[config.mk]
export PLATFORM = sky130hd
export DESIGN_NAME = inst_axi_rbridge
export DESIGN_NICKNAME = d
export VERILOG_FILES = /design/src/rtl/inst_axi_rbridge.sv
export SDC_FILE = /design/constraint.sdc
export NUM_CORES = 1
export LEC_CHECK = 0
export BUFFER_PORTS_ARGS = -buffer_cell sky130_fd_sc_hd__buf_2
export CAP_MARGIN = 25
export CORE_UTILIZATION = 25
export CTS_BUF_LIST = sky130_fd_sc_hd__clkbuf_16
export CTS_CLUSTER_DIAMETER = 30
export DETAILED_ROUTE_END_ITERATION = 10
export SYNTH_ARGS = -nofsm -noshare
export SYNTH_HDL_FRONTEND = slang
export SYNTH_SLANG_ARGS = --single-unit
[constraint.sdc]
create_clock -name clk -period 2.4 [get_ports clk]
set_input_delay 0.48 -clock clk [delete_from_list [all_inputs] [get_ports clk]]
set_output_delay 0.48 -clock clk [all_outputs]
set_load 0.01 [all_outputs]
[src/rtl/inst_axi_rbridge.sv]
// inst_axi_rbridge: bridges the instruction-fetch SRAM-like interface onto
// the AXI read channels (AR/R only). Writes are never issued; a write request
// is fetched as a read.
// Optional feature: define IBRIDGE_MULTI_OS_EN to allow two outstanding reads
// (default build allows one).
module inst_axi_rbridge #(
  parameter logic [3:0]  ARID_VAL         = 4'h0,
  parameter logic [31:0] RESET_VECTOR_CHK = 32'hbfc00000
) (
  input  logic        clk,
  input  logic        reset,
  // fetch side
  input  logic        inst_sram_req,
  input  logic        inst_sram_wr,
  input  logic [1:0]  inst_sram_size,
  input  logic [3:0]  inst_sram_wstrb,
  input  logic [31:0] inst_sram_addr,
  input  logic [31:0] inst_sram_wdata,
  output logic        inst_sram_addr_ok,
  output logic        inst_sram_data_ok,
  output logic [31:0] inst_sram_rdata,
  // AXI read address channel
  output logic [3:0]  arid,
  output logic [31:0] araddr,
  output logic [7:0]  arlen,
  output logic [2:0]  arsize,
  output logic [1:0]  arburst,
  output logic [1:0]  arlock,
  output logic [3:0]  arcache,
  output logic [2:0]  arprot,
  output logic        arvalid,
  input  logic        arready,
  // AXI read data channel
  input  logic [3:0]  rid,
  input  logic [31:0] rdata,
  input  logic [1:0]  rresp,
  input  logic        rlast,
  input  logic        rvalid,
  output logic        rready,
  // status
  output logic        resp_err
);

  localparam logic [0:0] AR_IDLE = 1'b0;
  localparam logic [0:0] AR_BUSY = 1'b1;

`ifdef IBRIDGE_MULTI_OS_EN
  localparam logic [1:0] MAX_OS = 2'd2;
`else
  localparam logic [1:0] MAX_OS = 2'd1;
`endif

  logic [0:0]  state_q, state_d;
  logic [31:0] araddr_q, araddr_d;
  logic [2:0]  arsize_q, arsize_d;
  logic [1:0]  os_q, os_d;
  logic        resp_err_q, resp_err_d;

  logic        addr_ok_s;
  logic        data_ok_s;
  logic        rready_s;

  // Inputs that the read-only bridge never looks at; collected so they are
  // visibly consumed. The reset vector is a bench-side reference only.
  logic        unused_inputs_s;
  assign unused_inputs_s = ^{RESET_VECTOR_CHK, inst_sram_wr, inst_sram_wstrb,
                             inst_sram_wdata, rid};

  // A new fetch is taken only with the AR channel free and credit available.
  assign addr_ok_s = !reset && inst_sram_req && (state_q == AR_IDLE) && (os_q < MAX_OS);
  // Accept R beats only while something is outstanding, so stale beats after
  // a reset are left unacknowledged.
  assign rready_s  = !reset && (os_q != 2'd0);
  assign data_ok_s = rvalid && rready_s && rlast;

  assign inst_sram_addr_ok = addr_ok_s;
  assign inst_sram_data_ok = data_ok_s;
  assign inst_sram_rdata   = rdata;

  assign arid    = ARID_VAL;
  assign araddr  = araddr_q;
  assign arlen   = 8'd0;
  assign arsize  = arsize_q;
  assign arburst = 2'b01;
  assign arlock  = 2'b00;
  assign arcache = 4'd0;
  assign arprot  = 3'd0;
  assign arvalid = (state_q == AR_BUSY);
  assign rready  = rready_s;
  assign resp_err = resp_err_q;

  // AR channel FSM and request latch: hold address/size stable until handshake.
  always_comb begin
    state_d  = state_q;
    araddr_d = araddr_q;
    arsize_d = arsize_q;
    case (state_q)
      AR_IDLE: begin
        if (addr_ok_s) begin
          state_d  = AR_BUSY;
          araddr_d = inst_sram_addr;
          arsize_d = {1'b0, inst_sram_size};
        end else begin
          state_d  = AR_IDLE;
        end
      end
      AR_BUSY: begin
        if (arready) begin
          state_d = AR_IDLE;
        end else begin
          state_d = AR_BUSY;
        end
      end
      default: begin
        state_d = AR_IDLE;
      end
    endcase
  end

  // Outstanding-read counter: accept adds one, returned data removes one.
  always_comb begin
    os_d = os_q;
    case ({addr_ok_s, data_ok_s})
      2'b10:   os_d = os_q + 2'd1;
      2'b01:   os_d = os_q - 2'd1;
      default: os_d = os_q;
    endcase
  end

  // Sticky error flag: any non-OKAY response on a returned fetch.
  always_comb begin
    if (data_ok_s && (rresp != 2'b00)) begin
      resp_err_d = 1'b1;
    end else begin
      resp_err_d = resp_err_q;
    end
  end

  // State registers with synchronous active-high reset.
  always_ff @(posedge clk) begin
    if (reset) begin
      state_q    <= AR_IDLE;
      araddr_q   <= 32'd0;
      arsize_q   <= 3'd0;
      os_q       <= 2'd0;
      resp_err_q <= 1'b0;
    end else begin
      state_q    <= state_d;
      araddr_q   <= araddr_d;
      arsize_q   <= arsize_d;
      os_q       <= os_d;
      resp_err_q <= resp_err_d;
    end
  end

endmodule

Word level (Yosys, flattened, before mapping)
Cells that the tools add are included.
Storage, ports and cells
  flip-flop bits (word level): 38
  bits in latches: 0
  RAM bits: 0
  ROM bits: 0
  input bits: 115
  output and inout bits: 95
  memories: 0
Operators by class
  add/sub/neg operators: 2
  multipliers: 0
  divide/modulo/power cells: 0
  magnitude comparators: 1
  equality and inequality tests: 2
  shift operators: 0
  multiplexer cells: 4
  bitwise logic cells: 1
  reductions and logical operators: 12
Operator list (number)
  logical AND 1 bit: 7
  nonzero test 2 bit: 3
  one-hot mux 2 bit (2 select lines): 1
  adder 2 x 1 -> 2 bit, second input constant: 1
  equality test 2 x 1 -> 1 bit, second input constant: 1
  equality test 2 bit, second input constant: 1
  less-than comparator 2 x 1 -> 1 bit, second input constant: 1
  2-to-1 mux 1 bit: 2
  one-hot mux 1 bit (2 select lines): 1
  AND reduction 2 bit: 1
  subtractor 2 x 1 -> 2 bit, second input constant: 1
  zero test 1 bit: 1
  NOT 1 bit: 1

Longest topological paths before layout
  depth after elaboration: 6
  mapped depth: 8

Least setup slack after synthesis
Ideal clock, no wire load.
  kind: input to register
  from: in reset
  to: reg os_q[1]
  setup time: 0.086 ns
  arrival: 1.601 ns
  setup slack: 0.714 ns
  stages: 6
  buffers on the path: 1
  cells stage by stage: clkbuf_1 nand4bb_1 inv_1 ha_1 nor2b_1 a211oi_1
Between the ends
  word-level cells in the longest chain between the ends: 6
Ends and longest elaborated chain
  from (decl): line 11  | input logic reset,
  zero test 1 bit (*): line 73  | assign rready_s = !reset && (os_q != 2'd0);
  logical AND 1 bit (*): line 73
  logical AND 1 bit (*) (2 in a row): line 74  | assign data_ok_s = rvalid && rready_s && rlast;
  net inst_sram_data_ok: line 20  | output logic inst_sram_data_ok,
  equality test 2 x 1 -> 1 bit or equality test 2 bit (tied branches): line 123  | case ({addr_ok_s, data_ok_s})
  one-hot mux 2 bit (2 select lines) or nonzero test 2 bit (tied branches)
  to (signal assigned): line 151  | os_q <= os_d;
  to (decl): line 56  | logic [1:0] os_q, os_d;
The timed path passes the listed nets; every way through them passes the cells marked *.
A chain may end at the register's enable or synchronous reset.

Worst setup path in the final report
  from: reg os_q[0]
  to: out inst_sram_data_ok
Between the ends
  word-level cells in the longest chain between the ends: 4
Ends and longest elaborated chain (line)
  nonzero test 2 bit: 73
  logical AND 1 bit: 73
  logical AND 1 bit (2 in a row): 74
  to (decl): 20
Every way passes these cells.

==> qor.tcl <==
set qor(core_area_mm2) 0.00822
set qor(yosys_register_bits) 38
set qor(drc_violations_left) 0
set qor(place.port_buffers) 80
set qor(setup_violations_final) 0
set qor(critical_path_peak_fanout) 2
set qor(grt_util_all_layers_pct) 8.52
set qor(netlist-cell-type-count) 21
set qor(hold_slack_ps) 398
set qor(clock_tree.buffer_depth) 2
set qor(io-pin-count) 210
set qor(post_synth_edffs) 0
set qor(first_pass_iters) 2
set qor(layout-drive-gt1-share_pct) 51.9
set qor(worstSetupStartpointType) {flip-flop}
set qor(cell_mode_on_critical_path) {inv_1}
set qor(period_share_pct) 75.7
set qor(cts.repair.resized) 0
set qor(floorplan.die.width_um) 94.2
set qor(postRouteAntennaNets) 0
set qor(grt_max_degree) 21
set qor(grt_first_pass_wirelength_mm) 5.75
set qor(cts-htree-levels) 2
set qor(post_synthesis_instance_area_mm2) 0.00212
set qor(die_h_um) 94.2
set qor(power_density_mw_per_mm2) 839
set qor(timing.setup.tns_ps) 0
set qor(worst-endpoint-arrival_ps) 1340
set qor(total_count_of_hold_check_failures_in_the_final_report) 0
set qor(dpl.hpwl_mm) 2.77
set qor(first_iter_violations) 19
set qor(postCtsSetupRepairBufs) 0
set qor(predominant_post_synthesis_flop_cell) {dfxtp_1}
set qor(insertedDiodeCount) 0
set qor(cp.required_ps) 1920
set qor(report.final.slew_viol_count) 0
set qor(globalplace.congestion) 0.591
set qor(maxClockFrequency_mhz) 550
set qor(dr_total_vias) 1299
set qor(cts-root-buf) {clkbuf_16}
set qor(die-area_mm2) 0.00887
set qor(vdd_ir_drop_max_mv) 0.345
set qor(clk-insertion-delay-late_ps) 280
set qor(yosysSeqAreaShare_pct) 35.8
set qor(cts_hold_buf) 0
set qor(final_common_cell) {buf_2}
set qor(clkSlewWorstSetupHoldPaths_ps) 60
set qor(unrepaired_setup_endpoints_after_global_routing) {false}
set qor(layout_common_cells) {buf_2 (80), dfxtp_1 (38), nor2b_1 (33)}
set qor(crit_type) {flip-flop to output port}
set qor(post_synth_inst_count) 193
set qor(cts_tree) {done}
set qor(antenna_found_initial) 0
set qor(design.final.nets) 360
set qor(start_util_pct) 25.9
set qor(critical_path.cell_chain) {inv_1 -> ha_1 -> nand4bb_1 -> inv_1 -> buf_2}
set qor(post_drt_wl_per_cell_um) 10.7
set qor(synthArstFlopShare_pct) 0
set qor(clock_tree_sinks) 38
set qor(grt.overflow.total) 0
set qor(flow.area_growth_from_synthesis_pct) 15.9
set qor(placementRows) 33
set qor(total_leakage_power_nw) 1.31
set qor(synthesis.area_per_instance_um2) 11.0
set qor(run_status) {complete, no violations}
set qor(final.setup_skew_ps) 2.60
set qor(vias_in_the_first_global_route) 1232
set qor(post-route-min-period_ps) 1820
set qor(worst_path_max_delay_cell) {dfxtp_1}
set qor(max_stage_delay_ps) 340
set qor(hp-class) {input port to flip-flop}
set qor(finalWirelength_mm) 3.73
set qor(worst_setup_path_end_kind) {output port}
set qor(cap_viol_max_count) 0
set qor(cts_made_buffers) 5
set qor(synth-warning-count) 0
set qor(vias_per_cell) 3.73
critical path: cells and delay by family (launching register included):
family / cells / cell delay (ps)
DFF: 1 / 340
buffers and inverters: 3 / 300
and+or+nand+nor: 1 / 210
adders and majority gates: 1 / 200
sequential cells by signal, summed over array words and instances, names as in the netlist:
signal,count
araddr,32
arsize,2
arvalid,1
os_q,2
resp_err,1
final cells by class:
cell class | instances | area (µm²)
fillers | 881 | 5750
multi-input cells | 107 | 928
clock inverters | 3 | 63.8
inverters | 6 | 22.5
repair buffers | 84 | 430
flip-flops and latches | 38 | 761
well taps | 105 | 131
clock buffers | 5 | 125
cells by family after synthesis:
family	count (synthesis)	share of synthesized area [%]
other	2	0.353
muxes	34	22.8
and+or+nand+nor	41	12.4
adders and majority gates	3	1.77
buffers and inverters	70	25.1
xor gates and xnor gates	2	0.825
DFF	38	35.8
AOI/OAI and AO/OA	3	0.942
per-layer routing:
| layer | vias to the layer above | routed length [µm] | GRT usage (%) |
|---|---|---|---|
| li1 | 629 | - | - |
| met3 | 11 | 322 | 3.72 |
| met5 | - | 0 | 0 |
| met1 | 588 | 1650 | 9.96 |
| met2 | 71 | 1710 | 13.3 |
| met4 | 0 | 52 | 3.97 |
cell usage after synthesis (3+ instances only):
cell type | n | share of area [%]
buf_12 | 3 | 2.8
ha_1 | 3 | 1.8
clkbuf_1 | 3 | 0.53
buf_4 | 56 | 20
nor2b_1 | 33 | 9.7
dfxtp_1 | 38 | 36
mux2_4 | 27 | 19
mux2_2 | 7 | 3.7
inv_1 | 6 | 1.1
through the flow:
step | power (mW) | cell area (µm²) | utilization (%) | cells | worst slack (ps)
2_1_floorplan | 1.18 | 2210 | - | 215 | 714
3_3_place_gp | 1.22 | 2270 | 27.7 | 340 | 606
3_5_place_dp | 1.24 | 2270 | 27.7 | 340 | 563
4_1_cts | 2.10 | 2460 | 30.0 | 348 | 569
5_1_grt | 2.18 | 2460 | 30.0 | 348 | 486
6_report | 2.07 | 2460 | 30.0 | 348 | 583
worst paths after layout:
path / end / startpoint / depth (start not counted) / slack, ps
worst max-delay path: inst_sram_data_ok / os_q[0]$_SDFFE_PP0P_ / 5 / 580
worst min-delay path: arvalid$_SDFF_PP0_ / arready / 2 / 400
worst max register to register: araddr[12]$_SDFFE_PP0P_ / os_q[0]$_SDFFE_PP0P_ / 5 / 800
worst min register to register: resp_err$_SDFFE_PP0P_ / resp_err$_SDFFE_PP0P_ / 2 / 470
power by group:
| group | internal [mW] | total, mW | leakage, nW | switching [mW] |
|---|---|---|---|---|
| Combinational | 0.256 | 0.459 | 0.908 | 0.203 |
| Sequential | 0.720 | 0.757 | 0.312 | 0.0372 |
| Clock | 0.592 | 0.851 | 0.0915 | 0.259 |
No activity file was read; power rests on OpenSTA's default activity.
